$ cat src/rtl/lsu_mem_stage_pkg.sv
// Shared LSU definitions: RV32 funct3 sizes, FSM encoding and exception causes.
// Pure declarations; no logic or timing.
package lsu_mem_stage_pkg;

  localparam logic [2:0] F3_LB  = 3'b000;
  localparam logic [2:0] F3_LH  = 3'b001;
  localparam logic [2:0] F3_LW  = 3'b010;
  localparam logic [2:0] F3_LBU = 3'b100;
  localparam logic [2:0] F3_LHU = 3'b101;
  localparam logic [2:0] F3_SB  = 3'b000;
  localparam logic [2:0] F3_SH  = 3'b001;
  localparam logic [2:0] F3_SW  = 3'b010;

  localparam logic [1:0] SZ_BYTE = 2'b00;
  localparam logic [1:0] SZ_HALF = 2'b01;
  localparam logic [1:0] SZ_WORD = 2'b10;

  localparam logic [1:0] CAUSE_NONE    = 2'b00;
  localparam logic [1:0] CAUSE_MIS_LD  = 2'b01;
  localparam logic [1:0] CAUSE_MIS_ST  = 2'b10;
  localparam logic [1:0] CAUSE_ILLEGAL = 2'b11;

  typedef enum logic [1:0] {
    ST_IDLE   = 2'b00,
    ST_ACCESS = 2'b01,
    ST_WAIT   = 2'b10
  } state_t;

endpackage

$ cat src/rtl/lsu_load_align.sv
// Extracts and sign/zero-extends load data from a RAM word by byte offset and funct3.
// Purely combinational, no backpressure; shared with any future cache read path.
module lsu_load_align
  import lsu_mem_stage_pkg::*;
(
  input  logic [31:0] rdata_i,
  input  logic [1:0]  offset_i,
  input  logic [2:0]  funct3_i,
  output logic [31:0] data_o
);

  logic [7:0]  byte_sel;
  logic [15:0] half_sel;

  always_comb begin
    byte_sel = 8'h00;
    case (offset_i)
      2'd0:    byte_sel = rdata_i[7:0];
      2'd1:    byte_sel = rdata_i[15:8];
      2'd2:    byte_sel = rdata_i[23:16];
      default: byte_sel = rdata_i[31:24];
    endcase
    half_sel = offset_i[1] ? rdata_i[31:16] : rdata_i[15:0];

    data_o = rdata_i;
    case (funct3_i)
      F3_LB:   data_o = {{24{byte_sel[7]}}, byte_sel};
      F3_LBU:  data_o = {24'h0, byte_sel};
      F3_LH:   data_o = {{16{half_sel[15]}}, half_sel};
      F3_LHU:  data_o = {16'h0, half_sel};
      default: data_o = rdata_i;
    endcase
  end

endmodule

$ cat src/rtl/lsu_mem_stage.sv
// RV32 memory-stage LSU: non-mem ops retire next edge; loads/stores retire on the RAM response edge (nominally +2).
// o_rdy stalls while an access is in flight or the writeback register is held; LSU_MISALIGN_TRAP_EN makes misalignment trap.
module lsu_mem_stage
  import lsu_mem_stage_pkg::*;
#(
  parameter int ADDR_W = 32,
  parameter int RD_W   = 5
) (
  input  logic              clk,
  input  logic              rst_n,
  input  logic              i_vld,
  output logic              o_rdy,
  input  logic              i_load,
  input  logic              i_store,
  input  logic [2:0]        i_funct3,
  input  logic [ADDR_W-1:0] i_addr,
  input  logic [ADDR_W-1:0] i_rs2_data,
  input  logic [RD_W-1:0]   i_rd,
  input  logic              i_rd_wen,
  output logic              o_dmem_wr_en,
  output logic [3:0]        o_dmem_sel,
  output logic [ADDR_W-1:0] o_dmem_addr,
  output logic              o_dmem_addr_vld,
  output logic [ADDR_W-1:0] o_dmem_wdata,
  input  logic [ADDR_W-1:0] i_dmem_rdata,
  input  logic              i_dmem_d_valid,
  output logic              o_wb_vld,
  input  logic              i_wb_rdy,
  output logic [ADDR_W-1:0] o_wb_data,
  output logic [RD_W-1:0]   o_wb_rd,
  output logic              o_wb_wen,
  output logic              o_exc,
  output logic [1:0]        o_exc_cause
);

  state_t            state_q;
  logic              dmem_wr_en_q, dmem_addr_vld_q;
  logic [3:0]        dmem_sel_q;
  logic [ADDR_W-1:0] dmem_addr_q, dmem_wdata_q;
  logic              wb_vld_q, wb_wen_q, exc_q;
  logic [ADDR_W-1:0] wb_data_q;
  logic [RD_W-1:0]   wb_rd_q;
  logic [1:0]        exc_cause_q;
  logic [2:0]        ld_f3_q;
  logic [1:0]        ld_off_q;
  logic              ld_q, pend_wen_q;
  logic [RD_W-1:0]   pend_rd_q;

  logic              accept, is_mem, illegal, trap;
  logic [1:0]        size, off_raw, off_eff;
  logic [3:0]        sel_d;
  logic [ADDR_W-1:0] wdata_d, load_data;

  assign o_rdy  = rst_n && (state_q == ST_IDLE) && (!wb_vld_q || i_wb_rdy);
  assign accept = i_vld && o_rdy;

  assign size    = i_funct3[1:0];
  assign off_raw = i_addr[1:0];
  assign is_mem  = i_load || i_store;
  // Store size 11 (SD) has no RV32 lane mapping, so it is rejected with the 1xx encodings.
  assign illegal = (i_load && i_store)
                || (i_load && (i_funct3 == 3'b011 || i_funct3 == 3'b110 || i_funct3 == 3'b111))
                || (i_store && (i_funct3[2] || size == 2'b11));

`ifdef LSU_MISALIGN_TRAP_EN
  assign trap    = (size == SZ_HALF && off_raw[0]) || (size == SZ_WORD && off_raw != 2'b00);
  assign off_eff = off_raw;
`else
  assign trap    = 1'b0;
  assign off_eff = (size == SZ_WORD) ? 2'b00 :
                   (size == SZ_HALF) ? {off_raw[1], 1'b0} : off_raw;
`endif

  always_comb begin
    sel_d   = 4'b1111;
    wdata_d = i_rs2_data;
    case (size)
      SZ_BYTE: begin
        sel_d   = 4'b0001 << off_eff;
        wdata_d = {4{i_rs2_data[7:0]}};
      end
      SZ_HALF: begin
        sel_d   = 4'b0011 << off_eff;
        wdata_d = {2{i_rs2_data[15:0]}};
      end
      default: ;
    endcase
  end

  lsu_load_align u_load_align (
    .rdata_i  (i_dmem_rdata),
    .offset_i (ld_off_q),
    .funct3_i (ld_f3_q),
    .data_o   (load_data)
  );

  always_ff @(posedge clk or negedge rst_n) begin
    if (!rst_n) begin
      state_q         <= ST_IDLE;
      dmem_wr_en_q    <= 1'b0;
      dmem_addr_vld_q <= 1'b0;
      dmem_sel_q      <= '0;
      dmem_addr_q     <= '0;
      dmem_wdata_q    <= '0;
      wb_vld_q        <= 1'b0;
      wb_wen_q        <= 1'b0;
      wb_data_q       <= '0;
      wb_rd_q         <= '0;
      exc_q           <= 1'b0;
      exc_cause_q     <= CAUSE_NONE;
      ld_f3_q         <= '0;
      ld_off_q        <= '0;
      ld_q            <= 1'b0;
      pend_wen_q      <= 1'b0;
      pend_rd_q       <= '0;
    end else begin
      if (wb_vld_q && i_wb_rdy) wb_vld_q <= 1'b0;
      case (state_q)
        ST_IDLE: if (accept) begin
          if (!is_mem) begin
            wb_vld_q    <= 1'b1;
            wb_data_q   <= i_addr;
            wb_rd_q     <= i_rd;
            wb_wen_q    <= i_rd_wen && (i_rd != '0);
            exc_q       <= 1'b0;
            exc_cause_q <= CAUSE_NONE;
          end else if (illegal || trap) begin
            wb_vld_q    <= 1'b1;
            wb_data_q   <= '0;
            wb_rd_q     <= i_rd;
            wb_wen_q    <= 1'b0;
            exc_q       <= 1'b1;
            exc_cause_q <= illegal ? CAUSE_ILLEGAL : (i_load ? CAUSE_MIS_LD : CAUSE_MIS_ST);
          end else begin
            dmem_addr_q     <= {i_addr[ADDR_W-1:2], 2'b00};
            dmem_sel_q      <= sel_d;
            dmem_wdata_q    <= wdata_d;
            dmem_wr_en_q    <= i_store;
            dmem_addr_vld_q <= 1'b1;
            ld_f3_q         <= i_funct3;
            ld_off_q        <= off_eff;
            ld_q            <= i_load;
            pend_rd_q       <= i_rd;
            pend_wen_q      <= i_rd_wen && (i_rd != '0);
            state_q         <= ST_ACCESS;
          end
        end
        // The request is a single-cycle pulse; wr_en drops with it so the RAM never sees a stale write.
        ST_ACCESS: begin
          dmem_addr_vld_q <= 1'b0;
          dmem_wr_en_q    <= 1'b0;
          state_q         <= ST_WAIT;
        end
        ST_WAIT: if (i_dmem_d_valid) begin
          wb_vld_q    <= 1'b1;
          wb_data_q   <= ld_q ? load_data : '0;
          wb_rd_q     <= pend_rd_q;
          wb_wen_q    <= ld_q && pend_wen_q;
          exc_q       <= 1'b0;
          exc_cause_q <= CAUSE_NONE;
          state_q     <= ST_IDLE;
        end
        default: state_q <= ST_IDLE;
      endcase
    end
  end

  assign o_dmem_wr_en    = dmem_wr_en_q;
  assign o_dmem_sel      = dmem_sel_q;
  assign o_dmem_addr     = dmem_addr_q;
  assign o_dmem_addr_vld = dmem_addr_vld_q;
  assign o_dmem_wdata    = dmem_wdata_q;
  assign o_wb_vld        = wb_vld_q;
  assign o_wb_data       = wb_data_q;
  assign o_wb_rd         = wb_rd_q;
  assign o_wb_wen        = wb_wen_q;
  assign o_exc           = exc_q;
  assign o_exc_cause     = exc_cause_q;

endmodule

$ cat config.mk
export PLATFORM = sky130hd
export DESIGN_NAME = lsu_mem_stage
export DESIGN_NICKNAME = d
export VERILOG_FILES = /design/src/rtl/lsu_mem_stage_pkg.sv /design/src/rtl/lsu_load_align.sv /design/src/rtl/lsu_mem_stage.sv
export SDC_FILE = /design/constraint.sdc
export NUM_CORES = 1
export LEC_CHECK = 0
export ABC_AREA = 1
export BUFFER_PORTS_ARGS = -buffer_cell sky130_fd_sc_hd__buf_2
export CAP_MARGIN = 20
export CORE_MARGIN = 5
export CORE_UTILIZATION = 50
export DETAILED_ROUTE_END_ITERATION = 10
export PLACE_DENSITY = 0.81
export SYNTH_ARGS = -nofsm -noshare
export SYNTH_HDL_FRONTEND = slang
export SYNTH_SLANG_ARGS = --single-unit
export TNS_END_PERCENT = 1
$ cat constraint.sdc
create_clock -name clk -period 2.5 [get_ports clk]
set_input_delay 0.125 -clock clk [delete_from_list [all_inputs] [get_ports clk]]
set_output_delay 0.125 -clock clk [all_outputs]
set_load 0.01 [all_outputs]
==> impl_results.rst, run 1 <==
.. list-table::
   :header-rows: 1

   * - Metric
     - Value
   * - Status
     - finished, final reports clean
   * - Endpoint kind of the worst setup timing path
     - output pin
   * - Total via count after detailed routing
     - 6422
   * - Detailed-route wire length per cell
     - 15.8 µm
   * - Post-Route Hold Slack
     - 4.44 ps
   * - Number of maximum-capacitance constraint violations
     - 0
   * - Iteration-0 DRC Markers
     - 600
   * - Comb power frac
     - 0.389
   * - Buffers & Inverters on Critical Path
     - 5
   * - Critical path launch point type
     - input pin
   * - Standard cell core area
     - between 0.01 and 0.015 mm²
   * - Synth top area share
     - 0.501
   * - N_diodes
     - 0
   * - Critical path class
     - in -> out
   * - Antenna violations before repair
     - 0
   * - Cell area after synthesis
     - 0.00610 mm²
   * - Ratio of total power to cell area
     - 1150 mW/mm²
   * - Final Max Slew Viols
     - 0
   * - Power spent charging and discharging nets
     - 0.00370 W
   * - Die outline height
     - 120 µm
   * - Width of the die
     - 120 µm
   * - Critical Path Source
     - rst_n
   * - Path category of the worst min-delay check
     - in -> reg
   * - RSZ-0062 raised after global routing
     - no
   * - Beginning of the worst register-to-register path
     - ld_off_q[1]$_DFFE_PN0P_
   * - Clock sink total
     - 122
   * - Total congestion overflow
     - 0
   * - TNS Setup
     - 0 ps
   * - Total of warnings raised by yosys
     - 0
   * - Arrival time at the worst endpoint
     - 1840 ps
   * - Num CTS Buffers
     - 17
   * - First-pass iteration count of the detailed router
     - 5
   * - Post-DR vias/cell
     - 5.15
   * - Clk_lat worst skew
     - 420 ps
   * - Minimum period implied by the final worst setup slack
     - between 1500 and 2000 ps
   * - Min-Delay Startpoint
     - i_rs2_data[31]
   * - Peak per-stage delay on the critical path
     - approximately 530 ps
   * - Share of final-layout standard cells stronger than drive strength 1
     - 0.257
   * - Nets@finish
     - 1200
   * - Busiest layer in global routing
     - met2
   * - Lkg Pwr
     - 4.79 nW
   * - Maximum fanout encountered on the critical timing path
     - 123
   * - CP cell instances
     - dlygate4sd3_1, buf_4, buf_12, nand3_1, inv_1, buf_2
   * - Transition time at the pin with the least slew margin
     - 725 ps
   * - Maximum buffer depth of the clock tree
     - 2
   * - Grt met3 use
     - 0.0790
   * - Fraction of the yosys area taken by sequential cells
     - 0.501
   * - Total power
     - 0.00955 W
   * - Leading cell types by total area after synthesis
     - sky130_fd_sc_hd__dfrtp_1, sky130_fd_sc_hd__nand2_1, sky130_fd_sc_hd__o21ai_0, sky130_fd_sc_hd__nor2_1, sky130_fd_sc_hd__a21oi_1
   * - Category of cells accounting for the largest share of critical-path delay
     - buffers and inverters
   * - GR Layer Usage met1
     - 0.356
   * - Req. time, crit path
     - between 2000 and 2500 ps
   * - Post-DP HPWL
     - between 10000 and 15000 µm
   * - Final core area utilization
     - 0.696
   * - Placement Rows
     - 40
   * - Average cell area after synthesis
     - 7.30 µm²
   * - Deepest level of the CTS H-tree
     - 4
   * - Initial cell density of the core
     - 0.510
   * - Met2 Resource Use GR
     - 0.436
   * - Endpoints failing setup
     - 0
   * - Cell variety after synth
     - 28
   * - Number of global-route vias before repair
     - 6293
   * - Total routed wirelength
     - just under 20000 µm
   * - Wire length of the first global-routing pass
     - 31600 µm
   * - Post-synthesis to final-layout area growth
     - 36.6%
   * - Top-Level Pins
     - 225
   * - Register bit total from synthesis
     - 122
   * - Crit path max-delay cell type
     - sky130_fd_sc_hd__dlygate4sd3_1
   * - Drt drc
     - 0
   * - Max Clock Skew
     - around 10 ps
   * - Switching share of power
     - 0.388
   * - Count of input and output buffers
     - 222
   * - Internal Pwr Total
     - between 0.005 and 0.006 W
   * - Weighted congestion at the end of routability-driven global placement
     - 0.861
   * - Peak Freq
     - 509 MHz
   * - Die area
     - 0.0145 mm²
   * - Overall Global Routing Usage
     - 0.276
   * - Slew Limit Headroom
     - 0.516
   * - Pin count of the biggest net entering global routing
     - 124
   * - Resize count post-CTS
     - 0
   * - Sequential share of power
     - 0.352
   * - Clock network power share
     - 0.259
   * - Cell taking the most area after synthesis
     - sky130_fd_sc_hd__dfrtp_1
   * - Clock-pin slew reported for the worst setup and hold paths after clock tree synthesis
     - 50 ps
   * - Clock tree from TritonCTS
     - yes
   * - Cell at the root of the clock tree
     - sky130_fd_sc_hd__clkbuf_16
   * - Number of cells produced by synthesis
     - around 840
   * - Final clock period utilization by the worst path
     - 0.786
   * - Post-detailed-route count of antenna-violating nets
     - 0
   * - Hold Fails Final Rpt
     - 0
   * - Worst IR Drop VDD
     - 0.726 mV
per-stage QoR:
stage | area (µm²) | setup slack (ps) | instances
6_report | 8330 | 535 | 1247
4_1_cts | 8320 | 581 | 1246
3_5_place_dp | 7240 | 620 | 1167
3_3_place_gp | 7240 | 678 | 1167
5_1_grt | 8330 | 388 | 1247
2_1_floorplan | 6100 | 1040 | 836
area by class of cell:
cell class / instances / area, µm²
sequential: 122 / 3050
clock buffer: 23 / 478
inverter: 38 / 148
clock inverter: 8 / 118
timing repair buffer: 279 / 1690
multi-input combinational: 630 / 2660
tap: 147 / 184
fill: 997 / 3630
power groups by stage:
| stage | clock, W | sequential, W | combinational [W] |
|---|---|---|---|
| 2_1_floorplan | 0 | 0.00363 | 0.00200 |
| 3_3_place_gp | 0 | 0.00335 | 0.00358 |
| 5_1_grt | 0.00261 | 0.00347 | 0.00417 |
| 3_5_place_dp | 0 | 0.00335 | 0.00366 |
| 6_report | 0.00248 | 0.00336 | 0.00372 |
| 4_1_cts | 0.00251 | 0.00335 | 0.00373 |
per-layer routing:
layer  vias up  share of wire
li1       3112              -
met1      2973           0.41
met2       291           0.47
met3        46          0.091
met4         0          0.033
met5         -              0
state kept, by name, indices dropped and copies added, names as in the netlist, 3 cells and up:
signal and count:
o_dmem_addr 30, pend_rd_q 5, o_dmem_wdata 32, o_wb_data 32, ld_f3_q 3, o_wb_rd 5, o_dmem_sel 4
worst reg2reg max path: stages, from the launching register on:
cell and delay, ps:
sky130_fd_sc_hd__dfrtp_1 520, sky130_fd_sc_hd__inv_1 270, sky130_fd_sc_hd__nor2_1 350, sky130_fd_sc_hd__inv_1 160
sky130_fd_sc_hd__nand2_1 90, sky130_fd_sc_hd__nand3_1 70, sky130_fd_sc_hd__nand3_1 80, sky130_fd_sc_hd__o21ai_0 80
sky130_fd_sc_hd__nand2_1 60, sky130_fd_sc_hd__nand2_1 60
worst paths after layout:
check | cells past startpoint | slack (ps) | to
setup / recovery | 6 | 530 | o_rdy
hold / removal | 3 | 4 | o_dmem_wdata[31]$_DFFE_PN0P_
setup reg to reg | 9 | 630 | o_wb_data[2]$_DFFE_PN0P_
hold reg to reg | 2 | 470 | o_dmem_addr[11]$_DFFE_PN0P_
max in group asynchronous | 3 | 1530 | o_dmem_addr[26]$_DFFE_PN0P_
min in group asynchronous | 3 | 350 | o_dmem_addr[4]$_DFFE_PN0P_
cells in the final DEF (no fill, tap or decap), types with 3 or more instances in the layout:
master,n
sky130_fd_sc_hd__buf_4,7
sky130_fd_sc_hd__nand3_1,27
sky130_fd_sc_hd__dfrtp_1,122
sky130_fd_sc_hd__clkinv_2,4
sky130_fd_sc_hd__buf_2,221
sky130_fd_sc_hd__nand2_2,3
sky130_fd_sc_hd__dlygate4sd3_1,49
sky130_fd_sc_hd__clkbuf_1,3
sky130_fd_sc_hd__nor3_1,3
sky130_fd_sc_hd__nand3b_1,4
sky130_fd_sc_hd__nand2_1,423
sky130_fd_sc_hd__a21oi_1,28
sky130_fd_sc_hd__a21oi_2,5
sky130_fd_sc_hd__bufinv_16,3
sky130_fd_sc_hd__nand2_4,3
sky130_fd_sc_hd__o21ai_0,72
sky130_fd_sc_hd__clkbuf_16,17
sky130_fd_sc_hd__clkbuf_8,3
sky130_fd_sc_hd__inv_1,30
sky130_fd_sc_hd__inv_2,6
sky130_fd_sc_hd__nor2_1,48
synthesized netlist by cell type, drive strengths merged:
cell type / number
nand2: 429
dfrtp: 122
o21ai: 72
nor2: 53
inv: 38
a21oi: 33
nand3: 28
buf: 27
clkbuf: 19
nand3b: 4
nor3: 3
o21bai: 2
conb: 1
mux2i: 1
nand4: 1
o22ai: 1
or2: 1
logic make-up after synthesis:
group           share of synthesized area
simple gates                        0.339
flops                               0.501
compound gates                     0.0928
buf+inv                            0.0651
mux                               0.00164
other cells                      0.000615
repair_timing:
| action | CTS | global route |
|---|---|---|
| hold buffers | 48 | 1 |
| endpoints found under the hold margin | 169 | 1 |
| buffers inserted | 0 | 0 |
Power figures use the tool's default switching activity.
==> run 2: changes to the inputs <==
- clock period: 2.5 -> 1.9 ns (I/O delays scaled with it)
==> impl_results.rst, run 2 (synthesized netlist as in run 1, its figures left out) <==
.. list-table::
   :header-rows: 1

   * - Metric
     - Value
   * - Status
     - finished, final reports clean
   * - Cell total after placement
     - 1176
   * - Overall Global Routing Usage
     - 0.291
   * - Drt drc
     - 0
   * - Num CTS Buffers
     - 17
   * - Arrival time at the worst endpoint
     - between 2000 and 2500 ps
   * - Path category of the worst min-delay check
     - in -> reg
   * - Final Instance Count excl. Fillers
     - 1272
   * - Die outline height
     - approximately 120 µm
   * - Minimum period implied by the final worst setup slack
     - 1830 ps
   * - Placement Rows
     - 40
   * - Count of input and output buffers
     - between 200 and 250
   * - Top-Level Pins
     - ~230
   * - Total routed wirelength
     - roughly 21000 µm
   * - First-pass iteration count of the detailed router
     - 5
   * - Clock tree from TritonCTS
     - yes
   * - Transition time at the pin with the least slew margin
     - a little under 600 ps
   * - Standard cell core area
     - 0.0120 mm²
   * - Final clock period utilization by the worst path
     - 0.962
   * - Final Max Slew Viols
     - 0
   * - Cell at the root of the clock tree
     - sky130_fd_sc_hd__clkbuf_16
   * - Die area
     - 0.0145 mm²
   * - Deepest level of the CTS H-tree
     - 4
   * - Total via count after detailed routing
     - 6659
   * - Total congestion overflow
     - 0
   * - Detailed-route wire length per cell
     - 16.4 µm
   * - Initial cell density of the core
     - 0.510
   * - Top library cells by usage in the layout, fill and taps aside
     - sky130_fd_sc_hd__nand2_1, sky130_fd_sc_hd__buf_2, sky130_fd_sc_hd__dfrtp_1
   * - Wire length of the first global-routing pass
     - 33200 µm
   * - Number of maximum-capacitance constraint violations
     - 0
   * - Endpoint kind of the worst setup timing path
     - flip-flop
   * - Max Clock Skew
     - 7.74 ps
   * - Critical path class
     - reg -> reg
   * - Post-detailed-route count of antenna-violating nets
     - 0
   * - Maximum fanout encountered on the critical timing path
     - 33
   * - Ratio of total power to cell area
     - between 1000 and 1500 mW/mm²
   * - Iteration-0 DRC Markers
     - 582
   * - Clock-pin slew reported for the worst setup and hold paths after clock tree synthesis
     - 60 ps
   * - TNS Setup
     - 0 ps
   * - Pin count of the biggest net entering global routing
     - 124
   * - Clock sink total
     - 122
   * - Worst IR Drop VDD
     - about 0.94 mV
   * - Endpoints failing setup
     - 0
   * - Most common cell after layout, fill and taps aside
     - sky130_fd_sc_hd__nand2_1
   * - Width of the die
     - 120 µm
   * - Req. time, crit path
     - between 2000 and 2500 ps
   * - Lkg Pwr
     - 4.88 nW
   * - Maximum buffer depth of the clock tree
     - 2
   * - Post-DR vias/cell
     - approximately 5.2
   * - Weighted congestion at the end of routability-driven global placement
     - 0.966
   * - Peak Freq
     - roughly 550 MHz
   * - Clk_lat worst skew
     - 420 ps
   * - RSZ-0062 raised after global routing
     - yes
   * - Number of global-route vias before repair
     - ~6600
   * - Share of final-layout standard cells stronger than drive strength 1
     - 0.262
   * - Slew Limit Headroom
     - 0.611
   * - Post-synthesis to final-layout area growth
     - 40.2%
   * - Antenna violations before repair
     - 2
   * - Hold Fails Final Rpt
     - 0
   * - Post-DP HPWL
     - 14000 µm
   * - Critical path launch point type
     - flip-flop
   * - Nets@finish
     - 1224
## run 2: cell types whose count changed in the layout (fill, tap and decap cells not counted)
cell                            change
sky130_fd_sc_hd__dlygate4sd3_1     +14
sky130_fd_sc_hd__nand2_2            +1
sky130_fd_sc_hd__clkbuf_1           -1
sky130_fd_sc_hd__clkinvlp_4         +1
sky130_fd_sc_hd__nor2_2             -1
sky130_fd_sc_hd__diode_2            +1
sky130_fd_sc_hd__buf_4              +8
sky130_fd_sc_hd__nor2_4             +2
sky130_fd_sc_hd__bufinv_16          -2
sky130_fd_sc_hd__buf_16             +1
sky130_fd_sc_hd__clkbuf_8           +2
sky130_fd_sc_hd__nor2_1             -1
## run 2: report_power, final
| part | switching, W | leakage, nW | internal (W) | total, W |
|---|---|---|---|---|
| Combinational | 0.00321 | 3.05 | 0.00195 | 0.00515 |
| Sequential | 0.000630 | 1.55 | 0.00372 | 0.00435 |
| Clock | 0.00113 | 0.278 | 0.00195 | 0.00308 |
## run 2: metal layers
layer | up-vias | routed length [µm] | global-route usage
met5 | - | 13 | 0
met1 | 3034 | 7900 | 0.349
li1 | 3154 | - | -
met3 | 75 | 2260 | 0.0964
met4 | 2 | 964 | 0.144
met2 | 394 | 9720 | 0.470
## run 2: area by class of cell
| type | count | area, µm² |
|---|---|---|
| fillers | 917 | 3410 |
| flip-flops and latches | 122 | 3050 |
| multi-input cells | 631 | 2680 |
| repair buffers | 302 | 1920 |
| clock buffers | 24 | 502 |
| well taps | 147 | 184 |
| inverters | 38 | 148 |
| clock inverters | 7 | 65.1 |
| diodes | 1 | 2.50 |
## run 2: critical path: stages, from the launching register on
cell and delay, ps:
sky130_fd_sc_hd__dfrtp_1 440, sky130_fd_sc_hd__nor2_2 170, sky130_fd_sc_hd__nand4_1 130, sky130_fd_sc_hd__inv_1 190
sky130_fd_sc_hd__nand2_4 170, sky130_fd_sc_hd__inv_2 120, sky130_fd_sc_hd__buf_12 190, sky130_fd_sc_hd__o21ai_0 110
sky130_fd_sc_hd__o21ai_0 210
## run 2: through the flow
stage / hold WS (ps) / area [µm²] / total power (W) / setup WS (ps) / utilization
2_1_floorplan: -201 / 6100 / 0.00742 / 445 / -
3_3_place_gp: 310 / 7320 / 0.00920 / 262 / 0.612
3_5_place_dp: 314 / 7320 / 0.00931 / 168 / 0.612
4_1_cts: 5.01 / 8520 / 0.0125 / 65.1 / 0.712
5_1_grt: 0.211 / 8550 / 0.0135 / -35.5 / 0.715
6_report: 9.72 / 8550 / 0.0126 / 72.3 / 0.715
## run 2: path summary, 6_finish.rpt
check                                        from  cells after the start                            to  slack (ps)
min in group asynchronous                   rst_n                      3    o_dmem_addr[3]$_DFFE_PN0P_         380
max                        state_q[0]$_DFFE_PN0P_                      8  o_dmem_wdata[17]$_DFFE_PN0P_          70
min reg2reg                o_wb_rd[1]$_DFFE_PN0P_                      2        o_wb_rd[1]$_DFFE_PN0P_         470
max in group asynchronous                   rst_n                      3   o_dmem_addr_vld$_DFFE_PN0P_        1100
min                                       i_rd[1]                      3      pend_rd_q[1]$_DFFE_PN0P_          10
max reg2reg                state_q[0]$_DFFE_PN0P_                      8  o_dmem_wdata[17]$_DFFE_PN0P_          70
## run 2: repair_timing
action                                  in CTS  in global routing
resized for setup                            0                  4
hold buffers                                63                  0
endpoints found under the setup margin       0                 45
setup buffers                                0                  0
endpoints found under the hold margin      199                  0
